$ cat src/rtl/hsdaoh_pkg.sv
// Shared definitions for the hsdaoh stream arbiter and the host-side decoder.
// Holds the framing marks, field positions and widths of header and trailer words,
// the arbiter state encoding, and helpers that build header and trailer words.
package hsdaoh_pkg;

  localparam logic [3:0]  HDR_MARK    = 4'hA;
  localparam logic [3:0]  TRL_MARK    = 4'h5;

  // Field layout, shared with the host decoder
  localparam int unsigned MARK_LSB    = 12;
  localparam int unsigned HDR_ID_LSB  = 8;
  localparam int unsigned HDR_SEQ_LSB = 0;
  localparam int unsigned ID_W        = 4;
  localparam int unsigned SEQ_W       = 8;
  localparam int unsigned CNT_W       = 12;

  typedef enum logic [1:0] {
    StIdle    = 2'd0,
    StHeader  = 2'd1,
    StBurst   = 2'd2,
    StTrailer = 2'd3
  } arb_state_e;

  function automatic logic [15:0] make_header(input logic [ID_W-1:0] id,
                                              input logic [SEQ_W-1:0] seq);
    return (16'(HDR_MARK) << MARK_LSB) | (16'(id) << HDR_ID_LSB) | (16'(seq) << HDR_SEQ_LSB);
  endfunction

  function automatic logic [15:0] make_trailer(input logic [CNT_W-1:0] cnt);
    return (16'(TRL_MARK) << MARK_LSB) | 16'(cnt);
  endfunction

endpackage

$ cat src/rtl/hsdaoh_stream_arbiter_if.sv
// Bundle of source streams and FIFO write port around hsdaoh_stream_arbiter.
//  master : arbiter side (consumes src_*, fifo_full; drives ready, FIFO write, status)
//  slave  : environment side (sources, FIFO, status consumer)
interface hsdaoh_stream_arbiter_if #(
  parameter int unsigned NUM_SRC = 4,
  parameter int unsigned DW      = 16
);
  logic [NUM_SRC-1:0]    src_valid;
  logic [NUM_SRC*DW-1:0] src_data;
  logic [NUM_SRC-1:0]    src_ready;
  logic [NUM_SRC-1:0]    src_enable;
  logic                  fifo_full;
  logic                  fifo_wen;
  logic [DW-1:0]         fifo_wdata;
  logic [3:0]            grant_id;
  logic                  busy;
  logic [15:0]           stall_cycles;

  modport master (
    input  src_valid, src_data, src_enable, fifo_full,
    output src_ready, fifo_wen, fifo_wdata, grant_id, busy, stall_cycles
  );

  modport slave (
    output src_valid, src_data, src_enable, fifo_full,
    input  src_ready, fifo_wen, fifo_wdata, grant_id, busy, stall_cycles
  );
endinterface

$ cat src/rtl/hsdaoh_rr_pick.sv
// Combinational round-robin picker.
//  req   : request vector
//  last  : index granted last time; search starts at last+1 and wraps
//  found : some request is set
//  idx   : index of the winning request (0 when none)
module hsdaoh_rr_pick
  import hsdaoh_pkg::*;
#(
  parameter int unsigned NUM_SRC = 4
) (
  input  logic [NUM_SRC-1:0] req,
  input  logic [ID_W-1:0]    last,
  output logic               found,
  output logic [ID_W-1:0]    idx
);

  always_comb begin
    int unsigned c;
    c     = 0;
    found = 1'b0;
    idx   = '0;
    for (int unsigned k = 1; k <= NUM_SRC; k++) begin
      c = (32'(last) + k) % NUM_SRC;
      if (!found && (|(req & (NUM_SRC'(1) << c)))) begin
        found = 1'b1;
        idx   = ID_W'(c);
      end
    end
  end

endmodule

$ cat src/rtl/hsdaoh_stream_arbiter.sv
// Round-robin scheduler sharing one 16-bit FIFO write port between NUM_SRC streams.
// Each grant emits a framed burst: header {A, id, seq}, up to BURST_LEN payload words,
// trailer {5, count}. fifo_full stalls everything; no word is dropped or duplicated.
//  clk_data, rst : data clock, asynchronous active-high reset
//  bus (master)  : src_valid/src_data/src_ready/src_enable, fifo_full/fifo_wen/fifo_wdata,
//                  grant_id, busy, stall_cycles
module hsdaoh_stream_arbiter
  import hsdaoh_pkg::*;
#(
  parameter int unsigned NUM_SRC   = 4,
  parameter int unsigned BURST_LEN = 256,
  parameter int unsigned DW        = 16
) (
  input  logic                     clk_data,
  input  logic                     rst,
  hsdaoh_stream_arbiter_if.master  bus
);

  arb_state_e         state_q, state_d;
  logic [ID_W-1:0]    grant_q, ptr_q;
  logic [CNT_W-1:0]   cnt_q;
  logic [SEQ_W-1:0]   seq_q [NUM_SRC];
  logic [15:0]        stall_q;

  logic [NUM_SRC-1:0] gsel;
  logic               cur_valid;
  logic [DW-1:0]      cur_data;
  logic [SEQ_W-1:0]   cur_seq;
  logic               pick_found;
  logic [ID_W-1:0]    pick_idx;
  logic               full, hdr_wr, xfer, last_word, stall_evt;

  hsdaoh_rr_pick #(
    .NUM_SRC (NUM_SRC)
  ) u_pick (
    .req   (bus.src_valid & bus.src_enable),
    .last  (ptr_q),
    .found (pick_found),
    .idx   (pick_idx)
  );

  assign full      = bus.fifo_full;
  assign gsel      = NUM_SRC'(1) << grant_q;
  assign cur_valid = |(bus.src_valid & gsel);

  always_comb begin
    cur_data = '0;
    cur_seq  = '0;
    for (int unsigned i = 0; i < NUM_SRC; i++) begin
      if (gsel[i]) begin
        cur_data = bus.src_data[i*DW +: DW];
        cur_seq  = seq_q[i];
      end
    end
  end

  assign hdr_wr    = (state_q == StHeader) && !full;
  assign xfer      = (state_q == StBurst) && cur_valid && !full;
  assign last_word = (cnt_q + 1'b1) == CNT_W'(BURST_LEN);
  // A source dropping valid during a stall is not an idle gap, but the cycle still counts
  // as stalled only if a payload word was actually waiting.
  assign stall_evt = full && ((state_q == StHeader) || (state_q == StTrailer) ||
                              ((state_q == StBurst) && cur_valid));

  // State register
  always_ff @(posedge clk_data or posedge rst) begin
    if (rst) state_q <= StIdle;
    else     state_q <= state_d;
  end

  // Next state
  always_comb begin
    state_d = state_q;
    unique case (state_q)
      StIdle:    if (pick_found) state_d = StHeader;
      StHeader:  if (!full) state_d = StBurst;
      StBurst:   if (!full && (!cur_valid || last_word)) state_d = StTrailer;
      StTrailer: if (!full) state_d = StIdle;
      default:   state_d = StIdle;
    endcase
  end

  // Outputs; IDLE drives all zeros so an asserted reset clears them at once
  always_comb begin
    bus.src_ready  = '0;
    bus.fifo_wen   = 1'b0;
    bus.fifo_wdata = '0;
    unique case (state_q)
      StIdle: ;
      StHeader: begin
        bus.fifo_wdata = DW'(make_header(grant_q, cur_seq));
        bus.fifo_wen   = !full;
      end
      StBurst: begin
        bus.src_ready  = full ? '0 : gsel;
        bus.fifo_wdata = cur_data;
        bus.fifo_wen   = cur_valid && !full;
      end
      StTrailer: begin
        bus.fifo_wdata = DW'(make_trailer(cnt_q));
        bus.fifo_wen   = !full;
      end
      default: ;
    endcase
  end

  assign bus.grant_id     = grant_q;
  assign bus.busy         = (state_q != StIdle);
  assign bus.stall_cycles = stall_q;

  // Datapath registers
  always_ff @(posedge clk_data or posedge rst) begin
    if (rst) begin
      grant_q <= '0;
      ptr_q   <= ID_W'(NUM_SRC - 1);
      cnt_q   <= '0;
      stall_q <= '0;
      for (int unsigned i = 0; i < NUM_SRC; i++) seq_q[i] <= '0;
    end else begin
      if ((state_q == StIdle) && pick_found) begin
        grant_q <= pick_idx;
        ptr_q   <= pick_idx;
      end
      if (hdr_wr) begin
        cnt_q <= '0;
        for (int unsigned i = 0; i < NUM_SRC; i++) begin
          if (gsel[i]) seq_q[i] <= seq_q[i] + 1'b1;
        end
      end
      if (xfer) cnt_q <= cnt_q + 1'b1;
      if (stall_evt && (stall_q != 16'hFFFF)) stall_q <= stall_q + 16'd1;
    end
  end

endmodule

$ cat src/flat_wrapper.sv
// flat-port wrapper written by rule: the top's interface ports become plain ports
module hsdaoh_stream_arbiter_flat import hsdaoh_pkg::*;
#(
  parameter int unsigned NUM_SRC   = 4,
  parameter int unsigned BURST_LEN = 256,
  parameter int unsigned DW        = 16
)
  (clk_data, rst, bus_src_valid, bus_src_data, bus_src_enable, bus_fifo_full, bus_src_ready, bus_fifo_wen, bus_fifo_wdata, bus_grant_id, bus_busy, bus_stall_cycles);
  hsdaoh_stream_arbiter_if #(.NUM_SRC(NUM_SRC), .DW(DW)) bus_i ();
  input  logic clk_data;
  input  logic rst;
  input wire logic [$bits(bus_i.src_valid)-1:0] bus_src_valid;
  input wire logic [$bits(bus_i.src_data)-1:0] bus_src_data;
  input wire logic [$bits(bus_i.src_enable)-1:0] bus_src_enable;
  input wire logic [$bits(bus_i.fifo_full)-1:0] bus_fifo_full;
  output wire logic [$bits(bus_i.src_ready)-1:0] bus_src_ready;
  output wire logic [$bits(bus_i.fifo_wen)-1:0] bus_fifo_wen;
  output wire logic [$bits(bus_i.fifo_wdata)-1:0] bus_fifo_wdata;
  output wire logic [$bits(bus_i.grant_id)-1:0] bus_grant_id;
  output wire logic [$bits(bus_i.busy)-1:0] bus_busy;
  output wire logic [$bits(bus_i.stall_cycles)-1:0] bus_stall_cycles;
  assign bus_i.src_valid = bus_src_valid;
  assign bus_i.src_data = bus_src_data;
  assign bus_i.src_enable = bus_src_enable;
  assign bus_i.fifo_full = bus_fifo_full;
  assign bus_src_ready = bus_i.src_ready;
  assign bus_fifo_wen = bus_i.fifo_wen;
  assign bus_fifo_wdata = bus_i.fifo_wdata;
  assign bus_grant_id = bus_i.grant_id;
  assign bus_busy = bus_i.busy;
  assign bus_stall_cycles = bus_i.stall_cycles;
  hsdaoh_stream_arbiter #(.NUM_SRC(NUM_SRC), .BURST_LEN(BURST_LEN), .DW(DW)) u_core (.clk_data(clk_data), .rst(rst), .bus(bus_i));
endmodule
$ cat config.mk
export PLATFORM = sky130hd
export DESIGN_NAME = hsdaoh_stream_arbiter_flat
export DESIGN_NICKNAME = d
export VERILOG_FILES = /design/src/rtl/hsdaoh_pkg.sv /design/src/rtl/hsdaoh_stream_arbiter_if.sv /design/src/rtl/hsdaoh_rr_pick.sv /design/src/rtl/hsdaoh_stream_arbiter.sv /design/src/flat_wrapper.sv
export SDC_FILE = /design/constraint.sdc
export NUM_CORES = 1
export LEC_CHECK = 0
export ABC_CLOCK_PERIOD_IN_PS = 3100
export CAP_MARGIN = 20
export CORE_UTILIZATION = 50
export DETAILED_ROUTE_END_ITERATION = 12
export PLACE_DENSITY = 0.83
export SLEW_MARGIN = 20
export SYNTH_ARGS = -nofsm -noshare
export SYNTH_HDL_FRONTEND = slang
export SYNTH_SLANG_ARGS = --single-unit
export TNS_END_PERCENT = 50
$ cat constraint.sdc
create_clock -name clk_data -period 3.1 [get_ports clk_data]
set_input_delay 0.31 -clock clk_data [delete_from_list [all_inputs] [get_ports clk_data]]
set_output_delay 0.31 -clock clk_data [all_outputs]
set_load 0.05 [all_outputs]
---- Word-level counts from Yosys, hierarchy flattened ----
Index checks and enable logic that the tools add are counted.
word-level totals
  register bits after elaboration ......... 68
  bits in latches ......................... 0
  RAM bits ................................ 0
  bits in read-only memories .............. 0
  input bits .............................. 75
  output and inout port bits .............. 42
  logic and storage cells ................. 100
  memories ................................ 0
cells by class
  add/sub/neg operators ................... 10
  multipliers ............................. 0
  divide/modulo/power cells ............... 0
  order comparisons ....................... 0
  equal/unequal tests ..................... 9
  shift-type cells ........................ 5
  mux-type cells .......................... 27
  bitwise logic cells ..................... 7
  reduce and logical (&&, ||, !) cells .... 33
operators with widths
  kind                                                                     number
  16-bit two-way mux                                                       4
  16-bit case mux with 3 select lines                                      1
  8-bit by 1-bit adder with 8-bit output (second input constant)           4
  8-bit two-way mux                                                        4
  4-bit AND                                                                6
  12-bit two-way mux                                                       2
  4-bit two-way mux                                                        5
  4-bit OR reduction                                                       5
  16-bit by 1-bit adder with 16-bit output (second input constant)         1
  16-bit inequality test (second input constant)                           1
  16-bit by 8-bit bitwise OR with 16-bit output                            1
  1-bit by 2-bit << shifter with 4-bit output (first input constant)       4
  12-bit by 1-bit adder with 12-bit output (second input constant)         1
  12-bit by 9-bit equality test with 1-bit output (second input constant)  1
  1-bit logical AND                                                        11
  2-bit two-way mux                                                        5
  2-bit case mux with 4 select lines                                       1
  2-bit AND reduction                                                      4
  2-bit inequality test (second input constant)                            3
  1-bit logical NOT                                                        5
  2-bit by 1-bit adder with 2-bit output (second input constant)           2
  2-bit adder (second input constant)                                      2
  2-bit equality test (second input constant)                              2
  1-bit two-way mux                                                        4
  9 further kinds                                                          12

---- Depth between registers and ports, before layout ----
Gate-level depths: netlist of the first run.
  depth after elaboration ................. 16
  gate-level depth with buffers ........... 8
  mapped depth without buffers ............ 8

---- Hierarchy ----
From an unflattened synthesis of the first run, not the netlist that was laid out.
unflattened totals
  cells, all modules ...................... 469
  area, all modules ....................... 4,524.3 sq um
by module, submodules not included
  module                 instances  cells an instance  area an instance (sq um)  seq. area each (sq um)
  hsdaoh_stream_arbiter  1          436                4,276.6                   1,704.1
  hsdaoh_rr_pick         1          33                 247.7                     0.0

---- Worst setup path before layout of the first run ----
Ideal clock, no wire load.
  kind .................................... flip-flop to output port
  from .................................... register u_core.grant_q[0], in the netlist u_core.bus.grant_id[0]
  to ...................................... output bus_fifo_wen
  arrival time ............................ 2.467 ns
  data required time ...................... 2.790 ns
  slack ................................... 0.323 ns
  stages on the path, launching flop included .. 5
  cell sequence ........................... dfrtp_1 -> buf_4 -> mux4_2 -> nand2_2 -> a211oi_1
between the ends
  cells in the longest elaborated chain, start to end .. 5
RTL lines
  what                                         line                          RTL
  start: declaration                           hsdaoh_stream_arbiter.sv:20   logic [ID_W-1:0] grant_q, ptr_q;
  start signal: assignment                     hsdaoh_stream_arbiter.sv:121  grant_q <= pick_idx;
  1-bit by 4-bit << shifter with 4-bit output  hsdaoh_stream_arbiter.sv:43   assign gsel = NUM_SRC'(1) << grant_q;
  4-bit AND                                    hsdaoh_stream_arbiter.sv:44   assign cur_valid = |(bus.src_valid & gsel);
  4-bit OR reduction                           hsdaoh_stream_arbiter.sv:44
  1-bit logical AND                            hsdaoh_stream_arbiter.sv:97   bus.fifo_wen = cur_valid && !full;
  1-bit case mux with 2 select lines           hsdaoh_stream_arbiter.sv:88   unique case (state_q)
  end: declaration                             flat_wrapper.sv:17            output wire logic [$bits(bus_i.fifo_wen)-1:0] bus_fifo_wen;
No other way between the ends.

---- Worst setup path in the final report of the first run ----
  from .................................... register u_core.grant_q[0], in the netlist u_core.bus.grant_id[0]
  to ...................................... output bus_fifo_wdata[4]
between the ends
  cells in the longest elaborated chain, start to end .. 7
  elaborated cells on any way between the ends .. 11
  those cells by class .................... shift: 1; mux: 9; bitwise: 1
RTL lines
  what                                           line                         RTL
  1-bit by 4-bit << shifter with 4-bit output *  hsdaoh_stream_arbiter.sv:43
  8-bit two-way mux (4 in series)                hsdaoh_stream_arbiter.sv:50  if (gsel[i]) begin
  16-bit by 8-bit bitwise OR with 16-bit output  hsdaoh_pkg.sv:26             return (16'(HDR_MARK) << MARK_LSB) | (16'(id) << HDR_ID_LSB) | (16'(seq) << HDR_SEQ_LSB);
  16-bit case mux with 3 select lines *          hsdaoh_stream_arbiter.sv:88
  end: declaration                               flat_wrapper.sv:18           output wire logic [$bits(bus_i.fifo_wdata)-1:0] bus_fifo_wdata;
Mark *: on every way between the ends. The rest lies on a longest branch, timed or not.

==> impl_metrics.py, run 1 <==
metrics = {
    "timing": {
        "relSlewSlack": 0.586,
        "grt_setup_unrepaired": "no",
        "fin_crit_sh": 0.879,
        "holdWs_ps": 302,
        "period_needed_ps": 2730,
        "fin_skew_ps": 10.8,
        "fmax_mhz": 367,
        "tns_ps": 0,
        "finalSetupViolCount": 0,
        "setup_slack_ps": 374,
        "hold_violations": 0,
        "drv_slew": 0,
        "worst_pin_slew_ps": 621,
    },
    "setup_path": {
        "cp_max_fo": 31,
        "endpoint_kind": "output port",
        "worst_ep_required_time_ps": 2790,
        "critPathLaunchType": "register",
        "arrival_ps": 2420,
        "crit_type": "reg -> out",
    },
    "finish": {
        "drive_gt1_frac": 0.172,
        "final_util": 0.675,
        "area_growth_pct": 32.0,
        "fillerInstances": 643,
        "diodes": 0,
        "finalNonFillerCells": 659,
        "num-nets-final": 639,
    },
    "logic_synthesis": {
        "synth-simple-area-share": 0.204,
        "yosys_warnings": 0,
        "synthTopCellsByCount": "dfrtp_1 (64), nand3_1 (44), nor2_1 (38), nand2_1 (36), xnor2_1 (26)",
        "syn_area_um2": 4440,
        "synth_top_area_frac": 0.361,
        "synthAdderAreaFrac": 0.0507,
        "synth-xor-area-share": 0.0927,
        "ys_dominant_reg_cell": "dfrtp_1",
        "muxShareOfSynthArea": 0.144,
        "ys_ff_latch": 66,
        "synth_seq_area_share": 0.373,
        "yosysMostFrequentCell": "dfrtp_1",
        "ys_types": 57,
        "synth.area.top_cells": "dfrtp_1 (36%), mux4_2 (13%), xnor2_1 (5.1%)",
        "synth_edf_count": 0,
        "syn_area_per_cell_um2": 10.2,
        "synthCells": 435,
        "synth_top_family_by_area": "simple AND/OR/NAND/NOR gates",
        "synth-compound-area-share": 0.0989,
        "async_flop_share": 1.00,
        "yosysTopAreaCell": "dfrtp_1",
    },
    "worst_hold_path": {
        "hold_class": "in -> async",
    },
    "global_routing": {
        "grt.total_usage": 0.272,
        "grt_max_degree": 32,
        "grt_remaining_overflow": 0,
        "grt_pass1_vias": 3757,
        "antenna_found_initial": 0,
        "grt_pass1_wl_um": 18900,
    },
    "detailed_routing": {
        "wirelength_um": 12000,
        "drc": 0,
        "dr.first_iter.drc_count": 287,
        "drt-pass1-iter-count": 5,
        "postRouteAntennaNets": 0,
        "vias": 3978,
        "post_drt_wl_per_cell_um": 18.2,
        "vias_per_cell": 6.04,
    },
    "clock_tree": {
        "path_clk_slew_ps": 80,
        "cts_sinks": 66,
        "cts-root-buf": "clkbuf_8",
        "clk_path_buf_depth": 2,
        "ctsHoldBuffers": 0,
        "insertion_delay_ps": 360,
        "postCtsSetupBuffers": 0,
        "cts_inserted_buffers": 9,
        "cts_tree": "yes",
        "cts_htree_levels": 3,
    },
    "pwr": {
        "p_leak_nw": 2.48,
        "power_density_nw_per_um2": 777,
        "vdd_ir_drop_max_mv": 0.558,
    },
    "place": {
        "dp_hpwl_um": 9190,
        "gp_congestion": 0.899,
        "port_buffers": 114,
        "post-place-ws_ps": 570,
        "place_inst": 643,
    },
    "floorplanning": {
        "ioPinCount": 117,
        "start_util": 0.512,
        "die_h_um": 96.2,
        "die_area_um2": 9260,
        "die_w_um": 96.2,
        "core_area_um2": 8680,
        "rows": 34,
    },
    "outcome": {
        "status": "finished clean",
    },
    "run": {
        "drv_cap": 0,
    },
}
==> cells by family after synthesis <==
family	after synthesis
compound gates	63
xor+xnor	47
fa+ha+maj	18
buf+inv	35
flops	66
mux	32
other cells	1
simple gates	173
==> area by class of cell <==
class | count | area (µm²) | share of cell area
Multi-Input combinational cell | 335 | 2630 | 0.449
Timing Repair Buffer | 125 | 1230 | 0.211
Inverter | 9 | 33.8 | 0.00577
Clock inverter | 7 | 46.3 | 0.00790
Sequential cell | 66 | 1660 | 0.283
Clock buffer | 9 | 124 | 0.0211
Tap cell | 108 | 135 | 0.0231
==> layout by cell type, fill, tap and decap left out, types with 6 or more instances in the layout <==
master           count
inv_1                8
clkdlybuf4s50_1     93
nand3_1             44
mux4_2              25
o31ai_1              6
o21ai_0             18
dfrtp_1             63
nor2_1              38
ha_1                18
buf_4               27
and4_1               6
a222oi_1            10
a21oi_1             10
clkbuf_8             9
and3_1               8
nand2_1             36
nand4_1             13
xnor2_1             26
xor2_1              21
==> power breakdown <==
part	internal, mW	switching [mW]
clock	0.286	0.351
sequential	1.03	0.274
combinational	1.05	1.57
total	2.36	2.19
==> final timing paths <==
kind	start	to	slack (ps)	cells after the start
min reg2reg	u_core.seq_q[31]	u_core.seq_q[31]	470	1
max reg2reg	u_core.state_q[1]	u_core.seq_q[15]	580	8
max	u_core.bus.grant_id[0]	bus_fifo_wdata[4]	370	5
max in group asynchronous	rst	u_core.ptr_q[1]	2080	3
min	rst	u_core.seq_q[21]	300	2
min in group clk_data	u_core.seq_q[31]	u_core.seq_q[31]	470	1
==> metrics by stage <==
step	instance area [µm²]	total power [mW]
final	5860	4.55
after global routing	5860	4.83
after CTS	5860	4.54
after detailed placement	5690	3.89
after global placement	5690	3.82
after floorplan	4440	3.09
==> flip-flops by register name, indices dropped and copies added (netlist names) <==
register                 cells
u_core.bus.grant_id          2
u_core.bus.stall_cycles     16
u_core.cnt_q                12
u_core.ptr_q                 2
u_core.seq_q                32
u_core.state_q               2
==> per-layer routing <==
| metal | vias to the layer above | routed length, µm | track usage |
|---|---|---|---|
| li1 | 1833 | - | - |
| met1 | 1978 | 4910 | 0.363 |
| met2 | 148 | 6130 | 0.436 |
| met3 | 19 | 736 | 0.0687 |
| met4 | 0 | 214 | 0.0821 |
| met5 | - | 0 | 0 |
==> worst max-delay path, stage by stage (launching register included) <==
cell and delay [ps]:
dfrtp_4 720, buf_4 240, mux4_2 510, a222oi_1 310, nor2_1 80, buf_4 200
==> repair_timing <==
action,in CTS,in global routing
hold endpoints to repair,0,0
resized for setup,0,1
setup endpoints to repair,0,1
No activity file was read; power rests on OpenSTA's default activity.
==> run 2, diff against run 1 <==
HOLD_SLACK_MARGIN = 0.02   (was not set)
==> results of run 2 <==
Final layout, timing and power as in run 1 (identical DEF).
